$ cat config.mk
export PLATFORM = sky130hd
export DESIGN_NAME = rf_wr_arbiter
export DESIGN_NICKNAME = d
export VERILOG_FILES = /design/src/rtl/rf_wr_arbiter_pkg.sv /design/src/rtl/rf_wr_fifo.sv /design/src/rtl/rf_wr_arbiter.sv
export SDC_FILE = /design/constraint.sdc
export NUM_CORES = 1
export LEC_CHECK = 0
export CORE_MARGIN = 4
export CORE_UTILIZATION = 25
export CTS_BUF_LIST = sky130_fd_sc_hd__clkbuf_8
export CTS_CLUSTER_SIZE = 16
export DETAILED_ROUTE_END_ITERATION = 8
export GPL_ROUTABILITY_DRIVEN = 0
export GPL_TIMING_DRIVEN = 0
export REMOVE_ABC_BUFFERS = 1
export SLEW_MARGIN = 20
export SYNTH_ARGS = -nofsm -noshare
export SYNTH_HDL_FRONTEND = slang
export SYNTH_SLANG_ARGS = --single-unit
$ cat constraint.sdc
create_clock -name clk -period 9.05 [get_ports clk]
set_input_delay 2.715 -clock clk [delete_from_list [all_inputs] [get_ports clk]]
set_output_delay 2.715 -clock clk [all_outputs]
set_load 0.02 [all_outputs]
$ cat src/rtl/rf_wr_arbiter_pkg.sv
// ---------------------------------------------------------------------------
// rf_wr_arbiter_pkg
// Shared constants for the register-file write-port arbiter and its FIFO.
//   REG_W    : register address width
//   DATA_W   : register data / PC width
//   REG_ZERO : the hard-wired zero register; writes to it are dropped
//   SRC_W    : trace tag for a W-stage write
//   SRC_A    : trace tag for an aux-unit write
// ---------------------------------------------------------------------------
package rf_wr_arbiter_pkg;
    localparam int             REG_W    = 5;
    localparam int             DATA_W   = 32;
    localparam logic [4:0]     REG_ZERO = 5'd0;
    localparam logic           SRC_W    = 1'b0;
    localparam logic           SRC_A    = 1'b1;
endpackage

$ cat src/rtl/rf_wr_fifo.sv
// ---------------------------------------------------------------------------
// rf_wr_fifo
// DEPTH-entry FIFO of {addr, pc, data} aux results waiting for a free
// register-file write cycle. DEPTH must be a power of 2 (>=2) so the
// pointers wrap naturally.
// Ports:
//   clk, reset          : clock, asynchronous active-high reset
//   push, push_addr/pc/data : enqueue one entry (caller guarantees not full)
//   pop                 : dequeue the head (caller guarantees not empty)
//   head_addr/pc/data   : current head entry
//   cnt                 : number of occupied entries
//   ent_valid, ent_addr : per-slot occupancy and destination, for hazard checks
// ---------------------------------------------------------------------------
module rf_wr_fifo
    import rf_wr_arbiter_pkg::*;
#(
    parameter int DEPTH = 2
) (
    input  logic                     clk,
    input  logic                     reset,
    input  logic                     push,
    input  logic [REG_W-1:0]         push_addr,
    input  logic [DATA_W-1:0]        push_pc,
    input  logic [DATA_W-1:0]        push_data,
    input  logic                     pop,
    output logic [REG_W-1:0]         head_addr,
    output logic [DATA_W-1:0]        head_pc,
    output logic [DATA_W-1:0]        head_data,
    output logic [$clog2(DEPTH):0]   cnt,
    output logic [DEPTH-1:0]         ent_valid,
    output logic [DEPTH*REG_W-1:0]   ent_addr
);
    localparam int PTR_W = $clog2(DEPTH);

    logic [REG_W-1:0]  addr_r [DEPTH];
    logic [DATA_W-1:0] pc_r   [DEPTH];
    logic [DATA_W-1:0] data_r [DEPTH];
    logic [PTR_W-1:0]  wr_ptr_r;
    logic [PTR_W-1:0]  rd_ptr_r;
    logic [PTR_W:0]    cnt_r;
    logic [PTR_W-1:0]  off_s;

    // Storage, pointers and occupancy count.
    always_ff @(posedge clk or posedge reset) begin
        if (reset) begin
            wr_ptr_r <= {PTR_W{1'b0}};
            rd_ptr_r <= {PTR_W{1'b0}};
            cnt_r    <= {(PTR_W+1){1'b0}};
            for (int i = 0; i < DEPTH; i++) begin
                addr_r[i] <= {REG_W{1'b0}};
                pc_r[i]   <= {DATA_W{1'b0}};
                data_r[i] <= {DATA_W{1'b0}};
            end
        end else begin
            if (push) begin
                addr_r[wr_ptr_r] <= push_addr;
                pc_r[wr_ptr_r]   <= push_pc;
                data_r[wr_ptr_r] <= push_data;
                wr_ptr_r         <= wr_ptr_r + PTR_W'(1);
            end
            if (pop) begin
                rd_ptr_r <= rd_ptr_r + PTR_W'(1);
            end
            case ({push, pop})
                2'b10:   cnt_r <= cnt_r + (PTR_W+1)'(1);
                2'b01:   cnt_r <= cnt_r - (PTR_W+1)'(1);
                default: cnt_r <= cnt_r;
            endcase
        end
    end

    // A slot is occupied when its distance from the read pointer is below the count.
    always_comb begin
        off_s     = {PTR_W{1'b0}};
        ent_valid = {DEPTH{1'b0}};
        ent_addr  = {(DEPTH*REG_W){1'b0}};
        for (int i = 0; i < DEPTH; i++) begin
            off_s                       = PTR_W'(i) - rd_ptr_r;
            ent_valid[i]                = ({1'b0, off_s} < cnt_r);
            ent_addr[i*REG_W +: REG_W]  = addr_r[i];
        end
    end

    assign head_addr = addr_r[rd_ptr_r];
    assign head_pc   = pc_r[rd_ptr_r];
    assign head_data = data_r[rd_ptr_r];
    assign cnt       = cnt_r;
endmodule

$ cat src/rtl/rf_wr_arbiter.sv
// ---------------------------------------------------------------------------
// rf_wr_arbiter
// Shares the register file's single write port between the pipeline W stage
// (always wins, never stalled here) and an aux unit (valid/ready). Aux
// results queue in rf_wr_fifo and drain into W-idle cycles. Pending flags let
// decode stall on hazards against queued results; stall_req asks for a W
// bubble when the FIFO head has waited STARVE_MAX cycles.
// Ports:
//   clk, reset                         : clock, asynchronous active-high reset
//   wb_we/addr/data/pc                 : W stage write
//   aux_valid/addr/data/pc, aux_ready  : aux handshake
//   rf_we/addr/data/pc                 : register-file write port
//   q_rs/q_rt/q_rd, rs/rt/rd_pend      : hazard query against queued results
//   stall_req                          : registered W-bubble request
//   fifo_cnt                           : FIFO occupancy
// Build option: define WR_TRACE_EN to print a line for every RF write.
// ---------------------------------------------------------------------------
module rf_wr_arbiter
    import rf_wr_arbiter_pkg::*;
#(
    parameter int DEPTH      = 2,
    parameter int STARVE_MAX = 4
) (
    input  logic                   clk,
    input  logic                   reset,
    input  logic                   wb_we,
    input  logic [4:0]             wb_addr,
    input  logic [31:0]            wb_data,
    input  logic [31:0]            wb_pc,
    input  logic                   aux_valid,
    input  logic [4:0]             aux_addr,
    input  logic [31:0]            aux_data,
    input  logic [31:0]            aux_pc,
    output logic                   aux_ready,
    output logic                   rf_we,
    output logic [4:0]             rf_addr,
    output logic [31:0]            rf_data,
    output logic [31:0]            rf_pc,
    input  logic [4:0]             q_rs,
    input  logic [4:0]             q_rt,
    input  logic [4:0]             q_rd,
    output logic                   rs_pend,
    output logic                   rt_pend,
    output logic                   rd_pend,
    output logic                   stall_req,
    output logic [$clog2(DEPTH):0] fifo_cnt
);
    localparam int CNT_W = $clog2(DEPTH) + 1;
    localparam int ST_W  = $clog2(STARVE_MAX + 1);

    logic                   wb_req_s;
    logic                   push_s;
    logic                   pop_s;
    logic                   fifo_empty_s;
    logic [REG_W-1:0]       head_addr_s;
    logic [DATA_W-1:0]      head_pc_s;
    logic [DATA_W-1:0]      head_data_s;
    logic [CNT_W-1:0]       cnt_s;
    logic [DEPTH-1:0]       ent_valid_s;
    logic [DEPTH*REG_W-1:0] ent_addr_s;
    logic [ST_W-1:0]        starve_r;
    logic [ST_W-1:0]        starve_nxt_s;
    logic                   stall_req_r;

    // Requests are gated by reset so nothing is written or accepted while it is held.
    assign wb_req_s     = ~reset & wb_we & (wb_addr != REG_ZERO);
    assign fifo_empty_s = (cnt_s == {CNT_W{1'b0}});
    assign aux_ready    = ~reset & (cnt_s < CNT_W'(DEPTH));
    // Writes to $0 complete the handshake but are never stored.
    assign push_s       = aux_valid & aux_ready & (aux_addr != REG_ZERO);
    assign pop_s        = ~reset & ~wb_req_s & ~fifo_empty_s;

    rf_wr_fifo #(.DEPTH(DEPTH)) u_fifo (
        .clk       (clk),
        .reset     (reset),
        .push      (push_s),
        .push_addr (aux_addr),
        .push_pc   (aux_pc),
        .push_data (aux_data),
        .pop       (pop_s),
        .head_addr (head_addr_s),
        .head_pc   (head_pc_s),
        .head_data (head_data_s),
        .cnt       (cnt_s),
        .ent_valid (ent_valid_s),
        .ent_addr  (ent_addr_s)
    );

    // Write-port grant: W first, then the FIFO head, otherwise idle with zeroed fields.
    always_comb begin
        if (wb_req_s) begin
            rf_we   = 1'b1;
            rf_addr = wb_addr;
            rf_data = wb_data;
            rf_pc   = wb_pc;
        end else if (pop_s) begin
            rf_we   = 1'b1;
            rf_addr = head_addr_s;
            rf_data = head_data_s;
            rf_pc   = head_pc_s;
        end else begin
            rf_we   = 1'b0;
            rf_addr = REG_ZERO;
            rf_data = 32'd0;
            rf_pc   = 32'd0;
        end
    end

    // Hazard compare of each query against every occupied slot; $0 is never pending.
    always_comb begin
        rs_pend = 1'b0;
        rt_pend = 1'b0;
        rd_pend = 1'b0;
        for (int i = 0; i < DEPTH; i++) begin
            if (ent_valid_s[i]) begin
                rs_pend = rs_pend | ((q_rs != REG_ZERO) && (ent_addr_s[i*REG_W +: REG_W] == q_rs));
                rt_pend = rt_pend | ((q_rt != REG_ZERO) && (ent_addr_s[i*REG_W +: REG_W] == q_rt));
                rd_pend = rd_pend | ((q_rd != REG_ZERO) && (ent_addr_s[i*REG_W +: REG_W] == q_rd));
            end else begin
                rs_pend = rs_pend;
                rt_pend = rt_pend;
                rd_pend = rd_pend;
            end
        end
    end

    // Starvation count: cleared by a pop or an empty FIFO, grows while W blocks the head.
    always_comb begin
        if (pop_s || fifo_empty_s) begin
            starve_nxt_s = {ST_W{1'b0}};
        end else if (wb_req_s && (starve_r != ST_W'(STARVE_MAX))) begin
            starve_nxt_s = starve_r + ST_W'(1);
        end else begin
            starve_nxt_s = starve_r;
        end
    end

    // stall_req is loaded from the next count so it always mirrors count==STARVE_MAX.
    always_ff @(posedge clk or posedge reset) begin
        if (reset) begin
            starve_r    <= {ST_W{1'b0}};
            stall_req_r <= 1'b0;
        end else begin
            starve_r    <= starve_nxt_s;
            stall_req_r <= (starve_nxt_s == ST_W'(STARVE_MAX));
        end
    end

    assign stall_req = stall_req_r;
    assign fifo_cnt  = cnt_s;

`ifdef WR_TRACE_EN
    logic src_s;
    assign src_s = wb_req_s ? SRC_W : SRC_A;

    // Write trace, one line per RF write.
    always @(posedge clk) begin
        if (rf_we && !reset) begin
            $display("%0t@%08h: $%0d <= %08h %s", $time, rf_pc, rf_addr, rf_data,
                     (src_s == SRC_W) ? "W" : "A");
        end
    end
`endif
endmodule
==> out/metrics.yaml <==
relSlewSlack_pct: 51.0
area_delta_synth_final_pct: 45.8
cts_sinks: 146
fmax_mhz: 121
avgRoutedWirePerCell_um: 15.8
fin_crit_sh_pct: 91.0
vdd_ir_drop_max_mv: 0.100
die_w_um: 180
synth_top_family_by_area: "multiplexers"
synthTopCellsByArea: "dfrtp_1 49%, mux2_2 19%, mux2i_1 9.5%, o21ai_0 4.7%, nand2_1 3.6%"
synth_top_area_cell: "dfrtp_1"
dpl_worst_slack_ns: 0.822
ys_ff_latch: 146
leakagePower_uw: 0.00446
rows: 62
end_kind: "primary output"
reg2reg_slack_ns: 6.68
period_minus_slack_ns: 8.23
start_util_pct: 25.6
root_buffer: "clkbuf_8"
crit_arrival_ns: 5.52
clk_latency_ns: 0.44
final_util_pct: 37.3
finalWorstSetupSlack_ns: 0.817
maxSlewViolCount: 0
synth_fa_ha_area_share_pct: 0.507
num_vias: 5465
final_cell_mix: "233 x clkdlybuf4s50_1, 145 x dfrtp_1, 122 x mux2_2"
yosys.area_share.simple_pct: 6.31
core_area_um2: 28900
io_pins: 234
finalHoldViolCount: 0
synthXorXnorAreaFrac_pct: 4.25
fin_tns_setup_ns: 0
clk_path_buf_depth: 2
postCtsSetupBuffers: 0
first_pass_iters: 4
viasPerCell: 4.38
ys_warn_count: 0
htreeDepth: 4
cts_resized: 0
fin_nets: 1012
synth-seq-area-share_pct: 49.3
fill_cells: 2808
setup_violations: 0
grt_pass1_vias: 5781
tritoncts: "yes"
critPathKind: "in -> out"
netlist_instances: 627
min_path_type: "reg -> reg"
skew_ns: 0.0185
power_uw: 3000
synth_mux_area_share_pct: 30.9
rsz0062_at_grt: "false"
diodes: 0
gr-total-overflow: 0
drt_iter0_drc: 177
max_slew.worst_pin.slew_ns: 0.736
grt_first_pass_wirelength_mm: 32.0
synth.avg_cell_area_um2: 11.8
port_buffers: 233
finalInstanceArea_um2: 10800
syn_area_um2: 7410
p_per_area_nw_per_um2: 278
synth-compound-area-share_pct: 5.99
yosysTopAreaCellShare_pct: 49.3
drv_cap: 0
multi_input_area_um2: 3590
die_area_um2: 32500
placed_cell_area_um2: 10400
antenna_found_initial: 0
cts_made_buffers: 17
drtAntennaViolNets: 0
wirelength_mm: 19.8
required_ns: 6.34
synth_cell_types: 35
drive_gt1_share_pct: 21.0
run_status: "completed"
regArea_um2: 3660
layout_commonest_cell: "clkdlybuf4s50_1"
cp_max_fo: 72
grt_max_degree: 76
grt_use_total_pct: 12.1
clkTransAtPathRegs_ns: 0.09
cts_hold_buf: 0
dpl.hpwl_mm: 14.5
drc_errors: 0
dieHeight_um: 180
critPathLaunchType: "input pin"
-- cell type report --
| class | count | share of cell area [%] |
|---|---|---|
| inverters | 6 | 0.278 |
| well taps | 384 | 4.45 |
| multi-input cells | 437 | 33.2 |
| clock buffers | 18 | 2.29 |
| flip-flops and latches | 146 | 33.9 |
| clock inverters | 14 | 1.64 |
| repair buffers | 244 | 24.3 |
-- critical path, cell delays in order --
cell             delay [ns]
clkdlybuf4s50_1        0.43
nor3_1                 0.50
a21boi_0               0.23
or3_4                  0.65
o21ai_0                0.30
clkdlybuf4s50_1        0.66
-- flip-flops by register name, summed over array words and instances, names as in the netlist --
register and flops:
u_fifo.pc_r 64, starve_r 3, u_fifo.wr_ptr_r 1, u_fifo.data_r 64, u_fifo.rd_ptr_r 1, u_fifo.cnt 2
u_fifo.ent_addr 10, stall_req 1
-- Yosys cell counts, drive strengths merged --
cell type / n
a221oi: 1
buf: 15
mux2: 138
ha: 3
nand2: 71
o2111ai: 1
o21ai: 69
xnor2: 14
nor2: 17
xor2: 22
inv: 6
nand4: 3
a21o: 2
or3: 2
a21boi: 1
o211ai: 1
nand2b: 1
and4b: 1
nor2b: 1
nand3: 3
a21oi: 5
dfrtp: 146
nor3: 2
clkbuf: 23
o22ai: 1
a2111oi: 1
or4: 7
mux2i: 70
-- per-layer routing --
layer	up-vias	wire length [µm]	share of wire (%)	global-route usage, %
met1	2652	9090	46	15.7
met3	8	1300	6.6	4.08
met5	-	0	0	0
met2	147	9250	47	19.9
li1	2658	-	-	-
met4	0	135	0.68	2.36
-- through the flow --
step                hold slack (ns)  instances
floorplan                     0.464        589
CTS                           0.505       1249
finish                        0.496       1249
global placement              0.474       1206
global route                  0.519       1249
detailed placement            0.484       1217
-- power breakdown --
group	total, µW	switching [µW]	internal [µW]
combinational	1220	501	717
sequential	1230	249	976
clock	556	271	285
total	3000	1020	1980
-- kinds of logic after synthesis --
kind of cell	count (synthesis)
fa+ha+maj	3
xor+xnor	36
mux	208
flops	146
compound gates	82
buf+inv	44
simple gates	108
-- final timing paths --
path | startpoint | depth (start not counted) | end
max reg2reg | u_fifo.cnt[1] | 6 | u_fifo.data_r[60]
max in group asynchronous | reset | 3 | u_fifo.data_r[60]
max | wb_addr[0] | 6 | rf_pc[17]
min in group asynchronous | reset | 2 | u_fifo.pc_r[43]
min reg2reg | u_fifo.data_r[4] | 1 | u_fifo.data_r[4]
min | u_fifo.data_r[4] | 1 | u_fifo.data_r[4]
(Power assumes the default switching activity.)
